**src/rtl/gamepad_evt_pkg.sv**
```systemverilog
// Shared types and constants for the gamepad event arbiter: event kinds,
// button bit positions, the event record and the scan FSM encoding.
package gamepad_evt_pkg;

    localparam logic [1:0] EVT_RELEASE = 2'd0;
    localparam logic [1:0] EVT_PRESS   = 2'd1;
    localparam logic [1:0] EVT_REPEAT  = 2'd2;

    localparam int BTN_B      = 11;
    localparam int BTN_Y      = 10;
    localparam int BTN_SELECT = 9;
    localparam int BTN_START  = 8;
    localparam int BTN_UP     = 7;
    localparam int BTN_DOWN   = 6;
    localparam int BTN_LEFT   = 5;
    localparam int BTN_RIGHT  = 4;
    localparam int BTN_A      = 3;
    localparam int BTN_X      = 2;
    localparam int BTN_L      = 1;
    localparam int BTN_R      = 0;
    localparam int DPAD_LO    = 4;
    localparam int DPAD_HI    = 7;

    localparam int N_BTN  = 12;
    localparam int N_SLOT = 2 * N_BTN;

    typedef struct packed {
        logic       player;
        logic [3:0] button;
        logic [1:0] kind;
    } evt_t;

    typedef enum logic {
        ST_IDLE = 1'b0,
        ST_SCAN = 1'b1
    } state_t;

endpackage

```
**src/rtl/gamepad_event_arbiter_if.sv**
```systemverilog
// Event stream from the arbiter to game logic: show-ahead head with valid/ready.
interface gamepad_event_arbiter_if;
    logic       evt_valid;
    logic       evt_ready;
    logic       evt_player;
    logic [3:0] evt_button;
    logic [1:0] evt_kind;

    modport master (output evt_valid, evt_player, evt_button, evt_kind, input evt_ready);
    modport slave  (input evt_valid, evt_player, evt_button, evt_kind, output evt_ready);
endinterface

```
**src/rtl/gamepad_evt_fifo.sv**
```systemverilog
// Synchronous event FIFO with show-ahead head; a push into a full FIFO is
// accepted only when a pop frees a slot in the same cycle.
module gamepad_evt_fifo
    import gamepad_evt_pkg::*;
#(
    parameter int DEPTH = 8
) (
    input  logic clk,
    input  logic rst_n,
    input  logic push,
    input  evt_t push_data,
    input  logic pop,
    output logic full,
    output logic empty,
    output evt_t head
);
    localparam int AW = $clog2(DEPTH);

    evt_t          mem [DEPTH];
    logic [AW-1:0] wr_ptr;
    logic [AW-1:0] rd_ptr;
    logic [AW:0]   count;
    logic          do_push;
    logic          do_pop;

    assign full    = (count == (AW + 1)'(DEPTH));
    assign empty   = (count == '0);
    assign do_pop  = pop & ~empty;
    assign do_push = push & (~full | do_pop);

    // Pointers are AW bits wide, so they wrap modulo DEPTH on their own.
    always_ff @(posedge clk) begin
        if (!rst_n) begin
            wr_ptr <= '0;
            rd_ptr <= '0;
            count  <= '0;
        end else begin
            if (do_push) wr_ptr <= wr_ptr + 1'b1;
            if (do_pop)  rd_ptr <= rd_ptr + 1'b1;
            unique case ({do_push, do_pop})
                2'b10:   count <= count + 1'b1;
                2'b01:   count <= count - 1'b1;
                default: count <= count;
            endcase
        end
    end

    // NOTE: storage is deliberately not reset; count alone says which entries are live.
    always_ff @(posedge clk) begin
        if (do_push) mem[wr_ptr] <= push_data;
    end

    assign head = empty ? '0 : mem[rd_ptr];

endmodule

```
**src/rtl/gamepad_event_arbiter.sv**
```systemverilog
// Snapshots both players' buttons per frame and serialises press/release
// (and, with GAMEPAD_EVT_AUTOREPEAT_EN, D-pad repeat) events into a FIFO.
module gamepad_event_arbiter
    import gamepad_evt_pkg::*;
#(
    parameter int FIFO_DEPTH    = 8,
    parameter int REPEAT_DELAY  = 20,
    parameter int REPEAT_PERIOD = 5
) (
    input  logic                          clk,
    input  logic                          rst_n,
    input  logic                          frame_valid,
    input  logic [11:0]                   btn_p0,
    input  logic [11:0]                   btn_p1,
    input  logic [1:0]                    present,
    gamepad_event_arbiter_if.master       evt,
    output logic                          busy,
    output logic                          overflow,
    output logic                          missed_frame,
    input  logic                          clr_status
);

    if (FIFO_DEPTH < 2 || (FIFO_DEPTH & (FIFO_DEPTH - 1)) != 0) begin : g_bad_depth
        $error("FIFO_DEPTH must be a power of 2 and at least 2");
    end
    if (REPEAT_PERIOD < 1 || REPEAT_PERIOD > REPEAT_DELAY || REPEAT_DELAY > 255) begin : g_bad_repeat
        $error("need 1 <= REPEAT_PERIOD <= REPEAT_DELAY <= 255");
    end

    state_t          state;
    state_t          state_nxt;
    logic [4:0]      slot;
    logic            start_ptr;
    logic            first_q;
    logic [1:0][11:0] snap;
    logic [1:0][11:0] cur_q;
    logic [1:0][11:0] prev_q;
    logic [1:0]      fire;
    logic            frame_accept;
    logic            last_slot;
    logic            second_half;
    logic            scan_player;
    logic [3:0]      scan_bit;
    logic            cur_bit;
    logic            prev_bit;
    logic            in_dpad;
    logic            slot_push;
    evt_t            slot_evt;
    logic            fifo_full;
    logic            fifo_empty;
    logic            fifo_pop;
    evt_t            fifo_head;

    assign snap[0]      = present[0] ? btn_p0 : '0;
    assign snap[1]      = present[1] ? btn_p1 : '0;
    assign frame_accept = frame_valid & (state == ST_IDLE);
    assign last_slot    = (state == ST_SCAN) && (slot == 5'(N_SLOT - 1));

    // NOTE: sequential state is written with <= only, so every flop samples pre-edge values.
    always_ff @(posedge clk) begin
        if (!rst_n) state <= ST_IDLE;
        else        state <= state_nxt;
    end

    always_comb begin
        state_nxt = state;
        unique case (state)
            ST_IDLE: if (frame_valid) state_nxt = ST_SCAN;
            ST_SCAN: if (last_slot)   state_nxt = ST_IDLE;
            default: state_nxt = ST_IDLE;
        endcase
    end

    always_comb begin
        busy = 1'b0;
        unique case (state)
            ST_SCAN: busy = 1'b1;
            default: busy = 1'b0;
        endcase
    end

    always_ff @(posedge clk) begin
        if (!rst_n) begin
            slot      <= '0;
            start_ptr <= 1'b0;
            first_q   <= 1'b0;
            cur_q     <= '0;
            prev_q    <= '0;
        end else if (frame_accept) begin
            cur_q   <= snap;
            slot    <= '0;
            first_q <= start_ptr;
        end else if (busy) begin
            slot <= slot + 1'b1;
            if (last_slot) begin
                prev_q    <= cur_q;
                start_ptr <= ~start_ptr;
            end
        end
    end

`ifdef GAMEPAD_EVT_AUTOREPEAT_EN
    logic [1:0][7:0] rpt_cnt;

    // A changed or empty D-pad set restarts the hold; reaching the delay
    // fires once and rewinds so the next fire lands REPEAT_PERIOD frames later.
    always_ff @(posedge clk) begin
        if (!rst_n) begin
            rpt_cnt <= '0;
            fire    <= '0;
        end else if (frame_accept) begin
            for (int p = 0; p < 2; p++) begin
                if (snap[p][DPAD_HI:DPAD_LO] == '0 ||
                    snap[p][DPAD_HI:DPAD_LO] != prev_q[p][DPAD_HI:DPAD_LO]) begin
                    rpt_cnt[p] <= '0;
                    fire[p]    <= 1'b0;
                end else if (rpt_cnt[p] + 8'd1 == 8'(REPEAT_DELAY)) begin
                    rpt_cnt[p] <= 8'(REPEAT_DELAY - REPEAT_PERIOD);
                    fire[p]    <= 1'b1;
                end else begin
                    rpt_cnt[p] <= rpt_cnt[p] + 8'd1;
                    fire[p]    <= 1'b0;
                end
            end
        end
    end
`else
    assign fire = '0;
`endif

    assign second_half = (slot >= 5'(N_BTN));
    assign scan_player = first_q ^ second_half;
    assign scan_bit    = second_half ? 4'(5'(N_SLOT - 1) - slot) : 4'(5'(N_BTN - 1) - slot);
    assign cur_bit     = cur_q[scan_player][scan_bit];
    assign prev_bit    = prev_q[scan_player][scan_bit];
    assign in_dpad     = (scan_bit >= 4'(DPAD_LO)) && (scan_bit <= 4'(DPAD_HI));

    // NOTE: every always_comb output gets a default first so no latch is inferred.
    always_comb begin
        slot_push       = 1'b0;
        slot_evt.player = scan_player;
        slot_evt.button = scan_bit;
        slot_evt.kind   = EVT_PRESS;
        if (busy) begin
            if (cur_bit && !prev_bit) begin
                slot_push = 1'b1;
            end else if (!cur_bit && prev_bit) begin
                slot_push     = 1'b1;
                slot_evt.kind = EVT_RELEASE;
            end else if (cur_bit && prev_bit && fire[scan_player] && in_dpad) begin
                slot_push     = 1'b1;
                slot_evt.kind = EVT_REPEAT;
            end
        end
    end

    assign fifo_pop = evt.evt_valid & evt.evt_ready;

    gamepad_evt_fifo #(.DEPTH(FIFO_DEPTH)) u_fifo (
        .clk       (clk),
        .rst_n     (rst_n),
        .push      (slot_push),
        .push_data (slot_evt),
        .pop       (fifo_pop),
        .full      (fifo_full),
        .empty     (fifo_empty),
        .head      (fifo_head)
    );

    assign evt.evt_valid  = ~fifo_empty;
    assign evt.evt_player = fifo_head.player;
    assign evt.evt_button = fifo_head.button;
    assign evt.evt_kind   = fifo_head.kind;

    // A new sticky set outranks a clear arriving in the same cycle.
    always_ff @(posedge clk) begin
        if (!rst_n) begin
            overflow     <= 1'b0;
            missed_frame <= 1'b0;
        end else begin
            if (slot_push && fifo_full && !fifo_pop) overflow <= 1'b1;
            else if (clr_status)                     overflow <= 1'b0;
            if (frame_valid && busy)                 missed_frame <= 1'b1;
            else if (clr_status)                     missed_frame <= 1'b0;
        end
    end

endmodule

```
**src/flat_wrapper.sv**
```systemverilog
// flat-port wrapper written by rule: the top's interface ports become plain ports
module gamepad_event_arbiter_flat import gamepad_evt_pkg::*;
#(
    parameter int FIFO_DEPTH    = 8,
    parameter int REPEAT_DELAY  = 20,
    parameter int REPEAT_PERIOD = 5
)
  (clk, rst_n, frame_valid, btn_p0, btn_p1, present, busy, overflow, missed_frame, clr_status, evt_evt_valid, evt_evt_player, evt_evt_button, evt_evt_kind, evt_evt_ready);
  gamepad_event_arbiter_if evt_i ();
  input  logic clk;
  input  logic rst_n;
  input  logic frame_valid;
  input  logic [11:0] btn_p0;
  input  logic [11:0] btn_p1;
  input  logic [1:0] present;
  output logic busy;
  output logic overflow;
  output logic missed_frame;
  input  logic clr_status;
  output wire logic [$bits(evt_i.evt_valid)-1:0] evt_evt_valid;
  output wire logic [$bits(evt_i.evt_player)-1:0] evt_evt_player;
  output wire logic [$bits(evt_i.evt_button)-1:0] evt_evt_button;
  output wire logic [$bits(evt_i.evt_kind)-1:0] evt_evt_kind;
  input wire logic [$bits(evt_i.evt_ready)-1:0] evt_evt_ready;
  assign evt_evt_valid = evt_i.evt_valid;
  assign evt_evt_player = evt_i.evt_player;
  assign evt_evt_button = evt_i.evt_button;
  assign evt_evt_kind = evt_i.evt_kind;
  assign evt_i.evt_ready = evt_evt_ready;
  gamepad_event_arbiter #(.FIFO_DEPTH(FIFO_DEPTH), .REPEAT_DELAY(REPEAT_DELAY), .REPEAT_PERIOD(REPEAT_PERIOD)) u_core (.clk(clk), .rst_n(rst_n), .frame_valid(frame_valid), .btn_p0(btn_p0), .btn_p1(btn_p1), .present(present), .evt(evt_i), .busy(busy), .overflow(overflow), .missed_frame(missed_frame), .clr_status(clr_status));
endmodule
```
**config.mk**
```make
export PLATFORM = sky130hd
export DESIGN_NAME = gamepad_event_arbiter_flat
export DESIGN_NICKNAME = d
export VERILOG_FILES = /design/src/rtl/gamepad_evt_pkg.sv /design/src/rtl/gamepad_event_arbiter_if.sv /design/src/rtl/gamepad_evt_fifo.sv /design/src/rtl/gamepad_event_arbiter.sv /design/src/flat_wrapper.sv
export SDC_FILE = /design/constraint.sdc
export NUM_CORES = 1
export LEC_CHECK = 0
export ABC_AREA = 0
export CORE_MARGIN = 10
export CORE_UTILIZATION = 30
export CTS_CLUSTER_SIZE = 12
export DETAILED_ROUTE_END_ITERATION = 10
export PLACE_DENSITY = 0.49
export SLEW_MARGIN = 20
export SYNTH_ARGS = -nofsm -noshare
export SYNTH_HDL_FRONTEND = slang
export SYNTH_SLANG_ARGS = --single-unit
```
**constraint.sdc**
```tcl
create_clock -name clk -period 9.6 [get_ports clk]
set_input_delay 1.44 -clock clk [delete_from_list [all_inputs] [get_ports clk]]
set_output_delay 1.44 -clock clk [all_outputs]
set_load 0.05 [all_outputs]
```
==> impl.org <==
** Status
- Result of the run :: completed

** Floorplanning
- Row generation in the floorplan step produced 49 rows.
- Die Height :: 155 µm
- The core region is 17900 µm².
- Overall die area :: 23900 µm²
- Die boundary width :: 155 µm
- I/O Pins :: 42
- Initial core utilization :: 30.4%

** Placed design
- The congestion estimate from routability-driven global placement came to 0.854.
- The placed instances occupy a cell area of 6010 µm².
- # port buffers :: 40
- DP Wirelength :: 9250 µm

** CTS
- Clock root buffer :: clkbuf_16
- Max H-tree Level :: 4
- Number of buffers inserted by hold repair at cts :: 0
- Number of buffers created by CTS :: 17
- Num Clock Sinks :: 119
- The clock passes through at most 2 buffers.
- CTS tree :: yes
- The number of setup buffers added after CTS is 0.
- At the later pin of the worst-skew pair, clock insertion delay measures 0.42 ns.
- Clock-pin slew was measured on the worst setup and hold paths at 0.05 ns.
- Post-CTS repair changed the size of 0 cells.

** Global route
- GRT Residual Overflow :: 0
- Largest net degree at the start of global routing :: 45
- First-pass GRT wire length :: 21300 µm
- The initial antenna violation count is 0.
- Across every metal layer, demand over resource in global routing totals 11.1%.
- Vias in the first global route :: 3979

** Min path
- The worst hold path belongs to the class register to register.

** Finish
- Share of cells above drive strength 1 :: 10.7%
- NumNets Final :: 559
- Layout fillers :: 1794
- Non-Filler Cell Area, Final :: 6550 µm²
- Area taken by multi-input logic gates :: 2400 µm²
- The repair_antennas step left the layout with diodes totalling 0.
- In the final layout, flip-flops and latches occupy 2860 µm².
- The area growth from synthesis to layout is 20.3%.

** Worst setup path
- Of all nets on the critical path, the largest fanout is 20.
- STA classifies the critical path startpoint as a register.
- For the worst setup path, the data required time is 9.63 ns.
- STA classifies the critical path endpoint as a register.
- For the worst setup path, the data arrival time is 5.37 ns.
- Type of the setup path with the least slack :: register to register

** Yosys
- Summing every instance area after synthesis gives 5450 µm².
- Portion of synthesized cell area occupied by the leading cell type :: 26.5%
- During synthesis, Yosys emitted a total of 0 warnings.
- Share of async-settable or async-resettable flops after synthesis :: 0%
- Commonest cells in the netlist :: 71 x dfxtp_1, 69 x nand2_1, 48 x edfxtp_1
- Leading register cell type out of synthesis :: dfxtp_1
- Leading post-synthesis cells by cell area :: edfxtp_1 26%, dfxtp_1 26%, mux4_2 5.4%
- The biggest area contributor in the post-synthesis netlist is edfxtp_1.
- Register bit count reported by yosys :: 119
- Cells after Synth :: 489
- Number of distinct library cell variants in the gate-level netlist after synthesis :: 66
- Counting every net in the synthesized netlist gives 529.
- Most common cell in the synthesized netlist :: dfxtp_1
- Post-synth EDFFs :: 48
- Mapped Avg Cell Area :: 11.1 µm²
- After synthesis, flip-flops and latches occupy 52.5% of the total area.

** STA
- Setup violations remaining at the end of the flow were counted as 0.
- On the final layout, the worst clock skew is 0.0146 ns.
- Final Max Tran Viols :: 0
- Worst hold-check slack :: 0.468 ns
- At the pin with the least slew margin, the transition time is 1.04 ns.
- Number of hold violations in the final report :: 0
- Timing-limited maximum frequency :: 0.187 GHz
- Headroom to the max-slew limit came out at 30.7%.
- Tcrit/Tclk final :: 55.6%
- Crit path time final :: 5.34 ns
- Post-Route Setup TNS :: 0 ns
- Setup repair after global routing left no endpoint under its margin.

** Detailed routing
- Total DRC errors in the routed layout :: 0
- Routed vias :: 3739
- Via-to-Cell Ratio :: 4.91
- After detailed routing, the average wire length per cell comes to 16.4 µm.
- Iteration count of the initial detailed-routing pass :: 4
- The detail route stage leaves a number of antenna-violating nets equal to 0.
- For this block, the initial DRC count from the detailed router was 275.
- For this block, the routed nets add up to 12500 µm of wire.

** Pwr
- Dividing total power by cell area gives a power density of 224 nW/µm².
- Summing internal, switching and leakage power gives 1470 µW.
- Summed over all cells, the static leakage comes to 0.00219 µW.
- VDD sags by at most 163 µV.

** Run
- Max-cap violations in this run came to 0.
-- where the power goes --
| group | internal [µW] | switching, µW | total [µW] |
|---|---|---|---|
| registers | 542 | 30.3 | 572 |
| clock network | 349 | 220 | 569 |
| logic | 134 | 193 | 328 |
-- worst max-delay path, stage by stage (launching register included) --
cell      delay [ns]
dfxtp_1         0.61
ha_1            0.28
nor3b_2         0.42
nor3_1          0.14
nor2_2          0.71
mux4_1          0.43
a311oi_1        0.28
o32ai_1         0.11
ha_1            0.31
nor2b_1         0.21
o31a_1          0.41
nand2_1         0.17
nor3b_1         0.86
-- flip-flops by register name, indices dropped and copies added, names as in the netlist, named ones only --
name	flops
u_core.prev_q	24
u_core.overflow	1
u_core.missed_frame	1
u_core.first_q	1
u_core.slot	5
u_core.u_fifo.rd_ptr	3
u_core.cur_q	24
u_core.u_fifo.wr_ptr	3
u_core.u_fifo.count	4
u_core.start_ptr	1
u_core.state	1
u_core.u_fifo.mem	48
-- worst paths after layout --
path,start,end,slack (ns),cells after the start
setup reg to reg,u_core.slot[2],u_core.u_fifo.mem[3][4],4.26,12
setup / recovery,u_core.slot[2],u_core.u_fifo.mem[3][4],4.26,12
hold / removal,u_core.prev_q[5],u_core.prev_q[5],0.47,2
hold reg to reg,u_core.prev_q[5],u_core.prev_q[5],0.47,2
-- through the flow --
stage	std cells	utilization, %	setup WS (ns)
detailed placement	729	33.6	4.26
finish	761	36.6	4.26
global placement	729	33.5	4.49
global route	761	36.6	3.71
CTS	761	36.6	4.20
floorplan	489	-	5.60
-- cells by family after synthesis --
kind of cell,synth area share [%]
flops,52.5
other cells,0.0688
xor+xnor,2.25
compound gates,15.1
simple gates,14.1
buf+inv,3.63
fa+ha+maj,2.20
mux,10.1
-- area by class of cell --
type	instances	area share, %
Sequential cell	119	43.7
Clock buffer	17	6.49
Tap cell	229	4.37
Multi-Input combinational cell	327	36.6
Inverter	11	0.630
Clock inverter	15	1.72
Timing Repair Buffer	43	6.46
-- cells in the final DEF, fill, tap and decap left out, types with 3 or more instances in the layout --
| master | count |
|---|---|
| dfxtp_1 | 71 |
| mux2i_1 | 21 |
| nand2_1 | 69 |
| mux4_2 | 13 |
| o22ai_1 | 5 |
| nand2b_1 | 3 |
| nor2_1 | 27 |
| nor3_1 | 7 |
| a211oi_1 | 4 |
| o21ai_0 | 10 |
| xor2_1 | 3 |
| nand4_1 | 4 |
| nor2b_1 | 11 |
| nand3_1 | 11 |
| a21oi_1 | 6 |
| ha_1 | 8 |
| a21boi_0 | 27 |
| clkinv_1 | 5 |
| clkdlybuf4s50_1 | 40 |
| edfxtp_1 | 48 |
| inv_1 | 10 |
| buf_4 | 3 |
| and2_1 | 10 |
| a22o_1 | 24 |
| xnor2_1 | 11 |
| clkbuf_16 | 17 |
| a311oi_1 | 3 |
| clkinv_2 | 3 |
| clkinvlp_4 | 3 |
| nor3b_1 | 3 |
-- metal layers --
metal  share of wire (%)  GRT usage (%)  routed length [µm]
met1                  45           12.9                5620
met2                  50           18.7                6210
met3                 3.8           3.41                 479
met4                 1.5           4.32                 191
met5                   0              0                   0
Note: power is estimated with default switching activity, not from simulation.
